## src/rtl/spi_display_pkg.sv

```systemverilog
// Shared types and constants for the SPI display-interface word receiver.
package spi_display_pkg;

    typedef enum logic {
        IDLE  = 1'b0,
        SHIFT = 1'b1
    } state_e;

    localparam int WORD_LEN_DEF = 18;

    localparam logic DC_CMD  = 1'b0;
    localparam logic DC_DATA = 1'b1;

endpackage

```

## src/rtl/spi_display_rx_if.sv

```systemverilog
// Serial line inputs and received-word outputs of the SPI display receiver.
interface spi_display_rx_if
    import spi_display_pkg::*;
#(
    parameter int WORD_LEN = WORD_LEN_DEF
);
    logic                CSX;
    logic                SCL;
    logic                SDA;
    logic                DCX;
    logic [WORD_LEN-1:0] word;
    logic                word_dc;
    logic                word_valid;
    logic                busy;
    logic                abort_err;

    modport master (
        output CSX, SCL, SDA, DCX,
        input  word, word_dc, word_valid, busy, abort_err
    );

    modport slave (
        input  CSX, SCL, SDA, DCX,
        output word, word_dc, word_valid, busy, abort_err
    );
endinterface

```

## src/rtl/spi_sync2.sv

```systemverilog
// Two-flop synchronizer for one asynchronous line; rst_val is the idle level of the line.
module spi_sync2 (
    input  logic CLK,
    input  logic RST,
    input  logic rst_val,
    input  logic d,
    output logic q
);
    logic meta_r;
    logic sync_r;

    // Two-stage capture of the asynchronous line
    always_ff @(posedge CLK) begin
        if (RST) begin
            meta_r <= rst_val;
            sync_r <= rst_val;
        end else begin
            meta_r <= d;
            sync_r <= meta_r;
        end
    end

    assign q = sync_r;
endmodule

```

## src/rtl/spi_display_rx.sv

```systemverilog
// Receives fixed-length serial words framed by CSX, sampling SDA on SCL rising edges
// detected in the CLK domain; reports completed words and mid-word aborts.
module spi_display_rx
    import spi_display_pkg::*;
#(
    parameter int WORD_LEN  = WORD_LEN_DEF,
    parameter int LSB_FIRST = 1
) (
    input logic             CLK,
    input logic             RST,
    spi_display_rx_if.slave bus
);
    localparam int CW = (WORD_LEN > 1) ? $clog2(WORD_LEN) : 1;

    logic csx_s;
    logic scl_s;
    logic sda_s;
    logic dcx_s;

    spi_sync2 u_sync_csx (.CLK(CLK), .RST(RST), .rst_val(1'b1),    .d(bus.CSX), .q(csx_s));
    spi_sync2 u_sync_scl (.CLK(CLK), .RST(RST), .rst_val(1'b0),    .d(bus.SCL), .q(scl_s));
    spi_sync2 u_sync_sda (.CLK(CLK), .RST(RST), .rst_val(1'b0),    .d(bus.SDA), .q(sda_s));
    spi_sync2 u_sync_dcx (.CLK(CLK), .RST(RST), .rst_val(DC_DATA), .d(bus.DCX), .q(dcx_s));

    state_e              state_r;
    state_e              state_next_s;
    logic                scl_prev_r;
    logic [CW-1:0]       cnt_r;
    logic [CW-1:0]       cnt_next_s;
    logic [WORD_LEN-1:0] shreg_r;
    logic [WORD_LEN-1:0] shreg_next_s;
    logic [WORD_LEN-1:0] asm_s;
    logic                dc_r;
    logic                dc_next_s;
    logic                dc_load_s;
    logic                load_s;
    logic                abort_s;
    logic                last_s;
    logic                rise_s;
    logic                qual_s;
    logic [WORD_LEN-1:0] word_r;
    logic                word_dc_r;
    logic                word_valid_r;
    logic                abort_err_r;

    function automatic logic [CW-1:0] bit_pos(input logic [CW-1:0] cnt);
        if (LSB_FIRST != 0) begin
            return cnt;
        end else begin
            return CW'(WORD_LEN - 1) - cnt;
        end
    endfunction

    // Previous SCL resets high so a line already high at reset release is not a rise
    assign rise_s = scl_s & ~scl_prev_r;
    assign qual_s = rise_s & ~csx_s;
    assign last_s = (cnt_r == CW'(WORD_LEN - 1));

    // Next-state, shift and completion decode
    always_comb begin
        state_next_s = state_r;
        cnt_next_s   = cnt_r;
        shreg_next_s = shreg_r;
        dc_next_s    = dc_r;
        dc_load_s    = dc_r;
        load_s       = 1'b0;
        abort_s      = 1'b0;
        if (state_r == SHIFT) begin
            asm_s = shreg_r;
        end else begin
            asm_s = '0;
        end
        asm_s[bit_pos(cnt_r)] = sda_s;

        case (state_r)
            IDLE: begin
                if (qual_s) begin
                    dc_next_s = dcx_s;
                    dc_load_s = dcx_s;
                    if (last_s) begin
                        load_s       = 1'b1;
                        cnt_next_s   = '0;
                        shreg_next_s = '0;
                    end else begin
                        shreg_next_s = asm_s;
                        cnt_next_s   = cnt_r + CW'(1);
                        state_next_s = SHIFT;
                    end
                end else begin
                    state_next_s = IDLE;
                end
            end
            SHIFT: begin
                // CSX high wins over a coincident SCL rise
                if (csx_s) begin
                    abort_s      = 1'b1;
                    cnt_next_s   = '0;
                    shreg_next_s = '0;
                    state_next_s = IDLE;
                end else if (qual_s) begin
                    if (last_s) begin
                        load_s       = 1'b1;
                        cnt_next_s   = '0;
                        shreg_next_s = '0;
                        state_next_s = IDLE;
                    end else begin
                        shreg_next_s = asm_s;
                        cnt_next_s   = cnt_r + CW'(1);
                    end
                end else begin
                    state_next_s = SHIFT;
                end
            end
            default: begin
                cnt_next_s   = '0;
                shreg_next_s = '0;
                state_next_s = IDLE;
            end
        endcase
    end

    // State register
    always_ff @(posedge CLK) begin
        if (RST) begin
            state_r <= IDLE;
        end else begin
            state_r <= state_next_s;
        end
    end

    // Bit counter, shift register, captured DCX and SCL history
    always_ff @(posedge CLK) begin
        if (RST) begin
            scl_prev_r <= 1'b1;
            cnt_r      <= '0;
            shreg_r    <= '0;
            dc_r       <= DC_CMD;
        end else begin
            scl_prev_r <= scl_s;
            cnt_r      <= cnt_next_s;
            shreg_r    <= shreg_next_s;
            dc_r       <= dc_next_s;
        end
    end

    // Registered outputs
    always_ff @(posedge CLK) begin
        if (RST) begin
            word_r       <= '0;
            word_dc_r    <= DC_CMD;
            word_valid_r <= 1'b0;
            abort_err_r  <= 1'b0;
        end else begin
            word_valid_r <= load_s;
            abort_err_r  <= abort_s;
            if (load_s) begin
                word_r    <= asm_s;
                word_dc_r <= dc_load_s;
            end
        end
    end

    assign bus.word       = word_r;
    assign bus.word_dc    = word_dc_r;
    assign bus.word_valid = word_valid_r;
    assign bus.abort_err  = abort_err_r;
    assign bus.busy       = (state_r == SHIFT);
endmodule

```

## src/flat_wrapper.sv

```systemverilog
// flat-port wrapper written by rule: the top's interface ports become plain ports
module spi_display_rx_flat import spi_display_pkg::*;
#(
    parameter int WORD_LEN  = WORD_LEN_DEF,
    parameter int LSB_FIRST = 1
)
  (CLK, RST, bus_CSX, bus_SCL, bus_SDA, bus_DCX, bus_word, bus_word_dc, bus_word_valid, bus_busy, bus_abort_err);
  spi_display_rx_if #(.WORD_LEN(WORD_LEN)) bus_i ();
  input logic CLK;
  input logic RST;
  input wire logic [$bits(bus_i.CSX)-1:0] bus_CSX;
  input wire logic [$bits(bus_i.SCL)-1:0] bus_SCL;
  input wire logic [$bits(bus_i.SDA)-1:0] bus_SDA;
  input wire logic [$bits(bus_i.DCX)-1:0] bus_DCX;
  output wire logic [$bits(bus_i.word)-1:0] bus_word;
  output wire logic [$bits(bus_i.word_dc)-1:0] bus_word_dc;
  output wire logic [$bits(bus_i.word_valid)-1:0] bus_word_valid;
  output wire logic [$bits(bus_i.busy)-1:0] bus_busy;
  output wire logic [$bits(bus_i.abort_err)-1:0] bus_abort_err;
  assign bus_i.CSX = bus_CSX;
  assign bus_i.SCL = bus_SCL;
  assign bus_i.SDA = bus_SDA;
  assign bus_i.DCX = bus_DCX;
  assign bus_word = bus_i.word;
  assign bus_word_dc = bus_i.word_dc;
  assign bus_word_valid = bus_i.word_valid;
  assign bus_busy = bus_i.busy;
  assign bus_abort_err = bus_i.abort_err;
  spi_display_rx #(.WORD_LEN(WORD_LEN), .LSB_FIRST(LSB_FIRST)) u_core (.CLK(CLK), .RST(RST), .bus(bus_i));
endmodule
```

## config.mk

```make
export PLATFORM = sky130hd
export DESIGN_NAME = spi_display_rx_flat
export DESIGN_NICKNAME = d
export VERILOG_FILES = /design/src/rtl/spi_display_pkg.sv /design/src/rtl/spi_display_rx_if.sv /design/src/rtl/spi_sync2.sv /design/src/rtl/spi_display_rx.sv /design/src/flat_wrapper.sv
export SDC_FILE = /design/constraint.sdc
export NUM_CORES = 1
export LEC_CHECK = 0
export CAP_MARGIN = 25
export CORE_MARGIN = 2
export CORE_UTILIZATION = 48
export CTS_BUF_LIST = sky130_fd_sc_hd__clkbuf_8 sky130_fd_sc_hd__clkbuf_16
export DETAILED_ROUTE_END_ITERATION = 6
export PLACE_DENSITY_LB_ADDON = 0.2
export SLEW_MARGIN = 20
export SYNTH_ARGS = -nofsm -noshare
export SYNTH_HDL_FRONTEND = slang
export SYNTH_SLANG_ARGS = --single-unit
```

## constraint.sdc

```tcl
create_clock -name CLK -period 2.1 [get_ports CLK]
set_input_delay 0.21 -clock CLK [delete_from_list [all_inputs] [get_ports CLK]]
set_output_delay 0.21 -clock CLK [all_outputs]
set_load 0.02 [all_outputs]
```

Yosys cells after proc, flatten, opt, wreduce, memory -nomap -nowiden
Cells that the tools add are included.

storage, ports and cells
  register bits after elaboration = 55
  bits in latches = 0
  bits in writable memories = 0
  ROM bits = 0
  input port bits = 6
  output and inout port bits = 22
  word-level logic and storage cells = 52
  memories kept = 0

operators by class
  $add $sub $neg = 1
  $mul = 0
  divide/modulo/power cells = 0
  $lt $le $gt $ge = 2
  eq/ne operators = 1
  shift-type cells = 0
  muxes and demuxes = 24
  bitwise operators = 5
  reductions and logical operators = 2

operators by type and width
  operator               number
  $mux W18               4
  $pmux W18 S2           1
  $bwmux W18             1
  $mux W5                3
  $mux W1                11
  $pmux W5 S2            1
  $lt A5 B6 Y1 const B   1
  $add A5 B1 Y5 const B  1
  $demux W1 S5           1
  $eq A5 B5 Y1 const B   1
  $ge A5 B1 Y1 const B   1
  $pmux W1 S2            2
  $not A1 Y1             3
  $and A1 B1 Y1          2
  $reduce_or A2 Y1       1
  $logic_and A1 B1 Y1    1

Logic depth before layout (Yosys ltp)
Gate-level depths: netlist of the first run.

  word-level depth = 9
  gate-level depth with buffers = 7
  gate-level depth less buffers = 5

Hierarchy
From an unflattened synthesis of the first run, not the netlist that was laid out.

second synthesis, totals
  cells, all modules = 244
  area, all modules = 2583.7 µm²

by module, submodules not included
  module          times used  cells an instance  area an instance (µm²)  sequential area each (µm²)
  spi_display_rx  1           228                2333.5                  940.9
  spi_sync2       4           4                  62.6                    40.0

Worst setup path before layout of the first run
Ideal clock, no wire load.

  path kind = register -> register
  start = reg u_core.cnt_r[1]
  end = reg u_core.shreg_r[11]
  library setup time = 0.070 ns
  arrival = 1.402 ns
  data required time = 2.030 ns
  slack = 0.628 ns
  stages on the path, launching flop included = 8
  buffers on the path = 2
  period minus slack after synthesis = 1.472 ns
  cell sequence = dfxtp_1 inv_1 ha_1 nand4bb_1 buf_2 nand3_1 buf_2 o2bb2ai_1

between the ends
  cells in the longest elaborated chain, start to end = 9

RTL lines
  element                                                                    line                                         RTL
  start, declared                                                            spi_display_rx.sv:28                         logic [CW-1:0] cnt_r;
  start signal, assigned                                                     spi_display_rx.sv:140                        cnt_r <= cnt_next_s;
  $lt A5 B6 Y1 (implied by the code) / $ge A5 B1 Y1 (equally long branches)  spi_display_rx.sv:73                         asm_s[bit_pos(cnt_r)] = sda_s;
  $logic_and A1 B1 Y1 (implied by the code)                                  spi_display_rx.sv:73
  $mux W1 (implied by the code)                                              spi_display_rx.sv:73
  $demux W1 S5                                                               n/a
  $bwmux W18                                                                 spi_display_rx.sv:73
  $mux W18 (*)                                                               spi_display_rx.sv:80, spi_display_rx.sv:101
  $mux W18 (*)                                                               spi_display_rx.sv:77, spi_display_rx.sv:100
  $mux W18                                                                   spi_display_rx.sv:95                         if (csx_s) begin
  $pmux W18 S2 (*)                                                           spi_display_rx.sv:75                         case (state_r)
  end signal, assigned                                                       spi_display_rx.sv:141                        shreg_r <= shreg_next_s;
  end, declared                                                              spi_display_rx.sv:30                         logic [WORD_LEN-1:0] shreg_r;

Every way passes the cells marked *; elsewhere a longest branch is shown, timed or not.
A chain may end at the register's enable or synchronous reset.

Final worst setup path of the first run
  start = reg u_core.cnt_r[0]
  end = reg u_core.word_r[7], in the netlist u_core.bus.word[7]

between the ends
  cells in the longest elaborated chain, start to end = 5

RTL lines
  element                                                                      line                                                               RTL
  $lt A5 B6 Y1 (implied by the code) (tied with other cells)                   spi_display_rx.sv:73
  $logic_and A1 B1 Y1 (implied by the code) / $mux W1 (equally long branches)  spi_display_rx.sv:73, spi_display_rx.sv:80, spi_display_rx.sv:101
  $mux W1, on equally long branches                                            spi_display_rx.sv:73, spi_display_rx.sv:77, spi_display_rx.sv:100
  $demux W1 S5 / $mux W1 (equally long branches)                               n/a
  $bwmux W18 / $pmux W1 S2 (equally long branches)                             spi_display_rx.sv:73, spi_display_rx.sv:75
  end signal, assigned                                                         spi_display_rx.sv:157                                              word_r <= asm_s;
  end, declared                                                                spi_display_rx.sv:41                                               logic [WORD_LEN-1:0] word_r;

Several ways; a longest one is shown, not always the timed one.

==> out/qor.csv, run 1 <==
metric;value;unit
drt wl/cell;15.4;um
RD Place Congestion;0.820;
P_int;0.00132;W
root buf cell;clkbuf_8;
top cells by count, synth;54 x dfxtp_1, 25 x a21oi_1, 19 x mux2i_1;
clk sinks;54;
highest net fanout along the worst path;18;
count leader, synth;dfxtp_1;
RSZ-0062 raised after global routing;false;
Final period util;85.8;%
WL final;5060;um
fillcell total;482;
Max VDD drop;0.414;mV
top cells by area, synth;dfxtp_1 44%, mux2i_1 7.7%, o2bb2ai_1 6.1%;
DR DRC count;0;
Reg power frac;61.5;%
Post-synth ARST share;0;%
Detail Route Antenna Nets;0;
n_diodes;0;
Pins Over Slew Limit;0;
worst slew pin tran;0.779;ns
max frequency;555;MHz
Sw Pwr;0.000373;W
CTS tree;built;
Switching Share;22.1;%
Clk pwr share;35.8;%
Synthesized Nets;249;
vias in the first global route;1631;
Inserted Clock Buffers;5;
mean post-synth cell area;10.3;um^2
Synth Flop Type;dfxtp_1;
core area;5010;um^2
Starting Density;49.0;%
postcts setup bufs;0;
Finish-stage setup viols;0;
total gr overflow;0;
worst-skew pair later-pin latency;0.30;ns
Crit Path Category;flop to flop;
synth warn;0;
max FFs per register;18;
cts hold-fix bufs;0;
leakage;0.941;nW
row cnt;26;
status;finished, final reports clean;
Syn Inst Count;238;
layout net count;269;
largest net degree at the start of global routing;33;
fin crit period;1.80;ns
leading area contributor after synthesis;dfxtp_1;
Logic pwr share;2.7;%
H-Tree Depth;2;
number of library cell types mapped by synthesis;34;
IO buf count;27;
post-detail-place hpwl;3210;um
Crit path required time;2.27;ns
Reg area;1080;um^2
area grow syn2layout;16.0;%
Via density;5.49;
I/O pin count;28;
Fin Hold WS;0.417;ns
Final Util;56.9;%
initial antenna violation count;0;
1st-iter DRT viols;71;
die area;5700;um^2
cts repair resizes;0;
Fin Setup TNS;0;ns
share of cells above drive strength 1;15.1;%
Max Cap Violations;0;
Max Root-Sink Buffers;2;
global-route wire length before repair;8290;um
Setup crit start kind;flop;
Slew headroom;48.0;%
Setup crit end kind;flop;
Post-synth EDFFs;0;
vias post-DR;1805;
die width;75.5;um
CP arrival;1.97;ns
Hold Path Class;flop to flop;
multi-input logic area;1230;um^2
post-synth top area share;44.0;%
TritonRoute pass-1 iters;4;
CTS clk-pin slew, worst paths;0.10;ns
Vert. Die Dim;75.5;um
Post-Syn Area;2460;um^2
register area share after synthesis;44.0;%
skew final;0.00388;ns
GRT Total Usage;19.1;%
PwrDens;593;nW/um^2
FF+latch count, synth;54;
Hold Violations, Final;0;
layout by cell type (no fill, tap or decap), types with 3 or more instances in the layout:
cell type / netlist / final
buf_4: 2 / 9
nand4b_1: 5 / 5
a211oi_1: 18 / 18
mux2i_1: 19 / 19
or2_2: 5 / 5
nand2_1: 5 / 5
dfxtp_1: 54 / 54
nand3_1: 4 / 4
o21ai_0: 4 / 4
nor2b_1: 4 / 4
clkbuf_8: 0 / 6
and4bb_2: 10 / 10
and2_1: 17 / 17
ha_1: 5 / 5
nor2_1: 4 / 3
clkdlybuf4s50_1: 0 / 27
o2bb2ai_1: 17 / 17
a21oi_1: 25 / 25
inv_1: 4 / 4
nor4b_2: 3 / 3
worst max-delay path: stages, from the launching register on:
cell       delay (ns)
dfxtp_1          0.45
ha_1             0.20
nand4bb_1        0.36
nor2_4           0.51
a211oi_1         0.15
stage by stage:
step / cell area [um^2] / setup WS (ns) / instances / power, W
global route: 2850 / 0.0851 / 329 / 0.00175
floorplan: 2460 / 0.628 / 238 / 0.00109
global placement: 2750 / 0.0523 / 321 / 0.00111
detailed placement: 2760 / 0.319 / 321 / 0.00111
finish: 2850 / 0.299 / 329 / 0.00169
CTS: 2850 / 0.283 / 329 / 0.00171
layer usage:
layer	global-route usage, %	routed length, um	vias up
li1	-	-	912
met1	27.7	2590	857
met2	29.1	2260	30
met3	4.63	158	6
met4	4.09	49	0
met5	0	0	-
logic make-up (layout without fill, tap and decap cells):
group | count (synthesis) | in the layout | share of synthesized area [%]
fa+ha+maj | 5 | 5 | 2.55
simple gates | 66 | 66 | 21.3
mux | 19 | 19 | 7.74
compound gates | 67 | 67 | 18.5
buf+inv | 27 | 48 | 5.86
flops | 54 | 54 | 44.0
path summary, 6_finish.rpt:
kind / slack [ns] / from / to / depth (start not counted)
max: 0.30 / u_core.cnt_r[0] / u_core.bus.word[7] / 4
min: 0.42 / u_core.u_sync_dcx.meta_r / u_core.u_sync_dcx.q / 1
max reg2reg: 0.30 / u_core.cnt_r[0] / u_core.bus.word[7] / 4
min reg2reg: 0.42 / u_core.u_sync_dcx.meta_r / u_core.u_sync_dcx.q / 1
power groups by stage:
stage	clock network (W)	logic [W]	registers [W]
3_5_place_dp	0	0.0000471	0.00106
3_3_place_gp	0	0.0000465	0.00106
2_1_floorplan	0	0.0000310	0.00106
5_1_grt	0.000653	0.0000513	0.00104
4_1_cts	0.000622	0.0000472	0.00104
6_report	0.000605	0.0000462	0.00104
layout make-up:
| class | count | share of cell area (%) |
|---|---|---|
| timing repair buffer | 36 | 11.9 |
| clock buffer | 6 | 2.90 |
| multi-input combinational | 157 | 43.3 |
| clock inverter | 2 | 0.439 |
| tap | 70 | 3.07 |
| inverter | 4 | 0.527 |
| sequential | 54 | 37.9 |
Power figures use the tool's default switching activity.
==> run 2: changes to the inputs <==
--- a/config.mk
+++ b/config.mk
@@ -5,7 +5,7 @@
 export SDC_FILE = /design/constraint.sdc
 export NUM_CORES = 1
 export LEC_CHECK = 0
-export CAP_MARGIN = 25
+export CAP_MARGIN = 20
 export CORE_MARGIN = 2
 export CORE_UTILIZATION = 48
 export CTS_BUF_LIST = sky130_fd_sc_hd__clkbuf_8 sky130_fd_sc_hd__clkbuf_16
@@ -14,4 +14,5 @@
 export SLEW_MARGIN = 20
 export SYNTH_ARGS = -nofsm -noshare
 export SYNTH_HDL_FRONTEND = slang
+export SYNTH_HIERARCHICAL = 1
 export SYNTH_SLANG_ARGS = --single-unit
==> run 2 against run 1 <==
Against the previous run:
- utilization increased by 2.4 points
- synthesized cell count increased by 2.5%
- largest cell class unchanged
- die area increased by 4.9%
- sequential power about the same
- cell count increased by 6.1%
- final area increased by 7.0%
- sequential share of layout area decreased by 1.8 points
- non-clock buffer count increased by 6
- critical path depth decreased by 3
==> out/qor.csv, run 2 <==
metric;value;unit;change
status;finished, final reports clean;;
CP cell instances;clkdlybuf4s50_1;;
CTS tree;built;;
reg2reg start;u_core/cnt_r[1];;
post-detail-place hpwl;3600;um;+12%
total gr overflow;0;;unchanged
Starting Density;50.3;%;+1.2 points
cts repair resizes;0;;unchanged
skew final;0.00757;ns;+0.00369 ns
I/O pin count;28;;unchanged
Fin Setup TNS;0;ns;unchanged
worst reg2reg setup slack;0.32;ns;+0.02 ns
core area;5140;um^2;+2.6%
RD Place Congestion;0.810;;-1.2%
Vert. Die Dim;77.4;um;+2.4%
leading area contributor after synthesis;dfxtp_1;;
postcts setup bufs;0;;unchanged
Reg2Reg Depth;6;;+2
leakage;1.04;nW;+11%
DR DRC count;0;;unchanged
root buf cell;clkbuf_8;;
RSZ-0062 raised after global routing;false;;
row cnt;26;;unchanged
TritonRoute pass-1 iters;4;;unchanged
cts hold-fix bufs;0;;unchanged
PwrDens;571;nW/um^2;-3.7%
cell family with most CP delay;buffers and inverters;;
Max VDD drop;0.385;mV;-7.1%
most frequent cells in the layout;55 x dfxtp_1, 27 x clkdlybuf4s50_1, 25 x a21oi_1, 21 x mux2i_1;;
Hold Path Class;flop to flop;;
slowest CP cell;clkdlybuf4s50_1;;
CP endpoint;bus_busy;;
vias post-DR;1893;;+4.9%
clk sinks;55;;+1.9%
critical path depth in cells;1;;-3
area grow syn2layout;18.0;%;
die width;77.4;um;+2.4%
WP buf/inv;1;;+1
Finish-stage setup viols;0;;unchanged
Final Util;59.3;%;+2.4 points
met3 WL post-DR;145;um;-8.2%
top routing layer used;met4;;
hold_sp;u_core/u_sync_csx/meta_r;;
n_diodes;0;;unchanged
Inserted Clock Buffers;5;;unchanged
Synth Flop Type;dfxtp_1;;
number of library cell types mapped by synthesis;37;;+8.8%
highest net fanout along the worst path;14;;-4
met2 wire length;2440;um;+7.6%
largest net degree at the start of global routing;26;;-21%
Hold Violations, Final;0;;unchanged
Post-synth ARST share;0;%;unchanged
Post-Syn Area;2580;um^2;+5.2%
biggest cell delay along the critical path;0.69;ns;+0.18 ns
share of cells above drive strength 1;19.4;%;+4.3 points
die area;5990;um^2;+4.9%
CP arrival;1.59;ns;-0.38 ns
IO buf count;27;;unchanged
global-route wire length before repair;9120;um;+10%
drt wl/cell;15.2;um;-1.0%
H-Tree Depth;2;;unchanged
met1 WL;2680;um;+3.3%
initial antenna violation count;0;;unchanged
Crit path required time;1.89;ns;-0.38 ns
Max Cap Violations;0;;unchanged
commonest non-fill, non-tap cell in the layout;dfxtp_1;;
Pins Over Slew Limit;0;;unchanged
Via density;5.42;;-1.1%
vias in the first global route;1831;;+12%
top cells by area, synth;dfxtp_1 43%, mux2i_1 8.1%, o2bb2ai_2 5.8%;;
CTS clk-pin slew, worst paths;0.09;ns;about the same
count leader, synth;dfxtp_1;;
Syn Inst Count;244;;+2.5%
Detail Route Antenna Nets;0;;unchanged
Post-synth EDFFs;0;;unchanged
1st-iter DRT viols;83;;+17%
worst-skew pair later-pin latency;0.30;ns;about the same
Max Root-Sink Buffers;2;;unchanged
Final period util;85.6;%;-0.18 points
WL final;5310;um;+5.0%
GRT Total Usage;18.9;%;-0.23 points
Crit Path Category;flop to output port;;
FF+latch count, synth;55;;+1.9%
synth warn;6;;+6
fin crit period;1.80;ns;-0.00382 ns
top cells by count, synth;55 x dfxtp_1, 25 x a21oi_1, 21 x mux2i_1;;
post-synth top area share;42.6;%;-1.4 points
CP Launch Point;u_core/bus.busy;;
max frequency;556;MHz;+0.21%
register area share after synthesis;42.6;%;-1.4 points
reg2reg end;u_core/shreg_r[16];;
mean post-synth cell area;10.6;um^2;+2.6%
Setup crit start kind;flop;;
layout net count;289;;+7.4%
Setup crit end kind;output port;;
[run 2: cell types whose count changed after synthesis, sizes merged, moves of 3 or more]
cell    before  now
nor2b        4    1
clkbuf       6   17
nand3        4    0
buf         17    4
mux2         0    8
nor4bb       0    4
or2          5    1
[run 2: per-layer routing]
metal,vias to the layer above,GRT usage [%]
met5,-,0
li1,965,-
met3,6,3.14
met1,898,26.0
met2,24,31.0
met4,0,4.82
[run 2: cells by family (layout without fill, tap and decap cells)]
kind of cell	count (synthesis)	in the layout	share of synthesized area (%)
AOI/OAI and AO/OA	68	68	20.6
muxes	29	29	11.6
DFF	55	55	42.6
other	2	8	0.291
buffers and inverters	26	55	4.94
adders and majority gates	5	5	2.42
and+or+nand+nor	59	59	17.5
[run 2: how the worst min path moves through the flow]
stage                     cells past startpoint                     to  slack, ns
after floorplan                               1  u_core/bus.word_valid       0.28
after global placement                        1     u_core/shreg_r[16]       0.44
after detailed placement                      1    u_core/u_sync_csx/q       0.44
after CTS                                     1    u_core/u_sync_csx/q       0.46
after global routing                          1    u_core/u_sync_sda/q       0.48
final                                         1    u_core/u_sync_csx/q       0.46
[run 2: cell type report]
type | count | area [um^2]
Fill cell | 491 | 2090
Sequential cell | 55 | 1100
Timing Repair Buffer | 42 | 383
Inverter | 5 | 18.8
Clock buffer | 5 | 68.8
Clock inverter | 3 | 12.5
Multi-Input combinational cell | 169 | 1380
Tap cell | 70 | 87.6
[run 2: stage by stage]
stage               setup WS (ns)  hold slack [ns]  instance area [um^2]  cells  total power (W)
CTS                         0.279            0.464                  3050    349          0.00176
finish                      0.303            0.463                  3050    349          0.00174
global route                0.194            0.482                  3050    349          0.00183
detailed placement          0.348            0.442                  2970    341          0.00122
global placement            0.405            0.437                  2970    341          0.00122
floorplan                   0.432            0.282                  2610    250          0.00118
[run 2: power breakdown]
group,total [W],switching [W],internal [W]
clock network,0.000546,0.000321,0.000225
registers,0.00107,0.0000142,0.00106
logic,0.000121,0.0000694,0.0000516
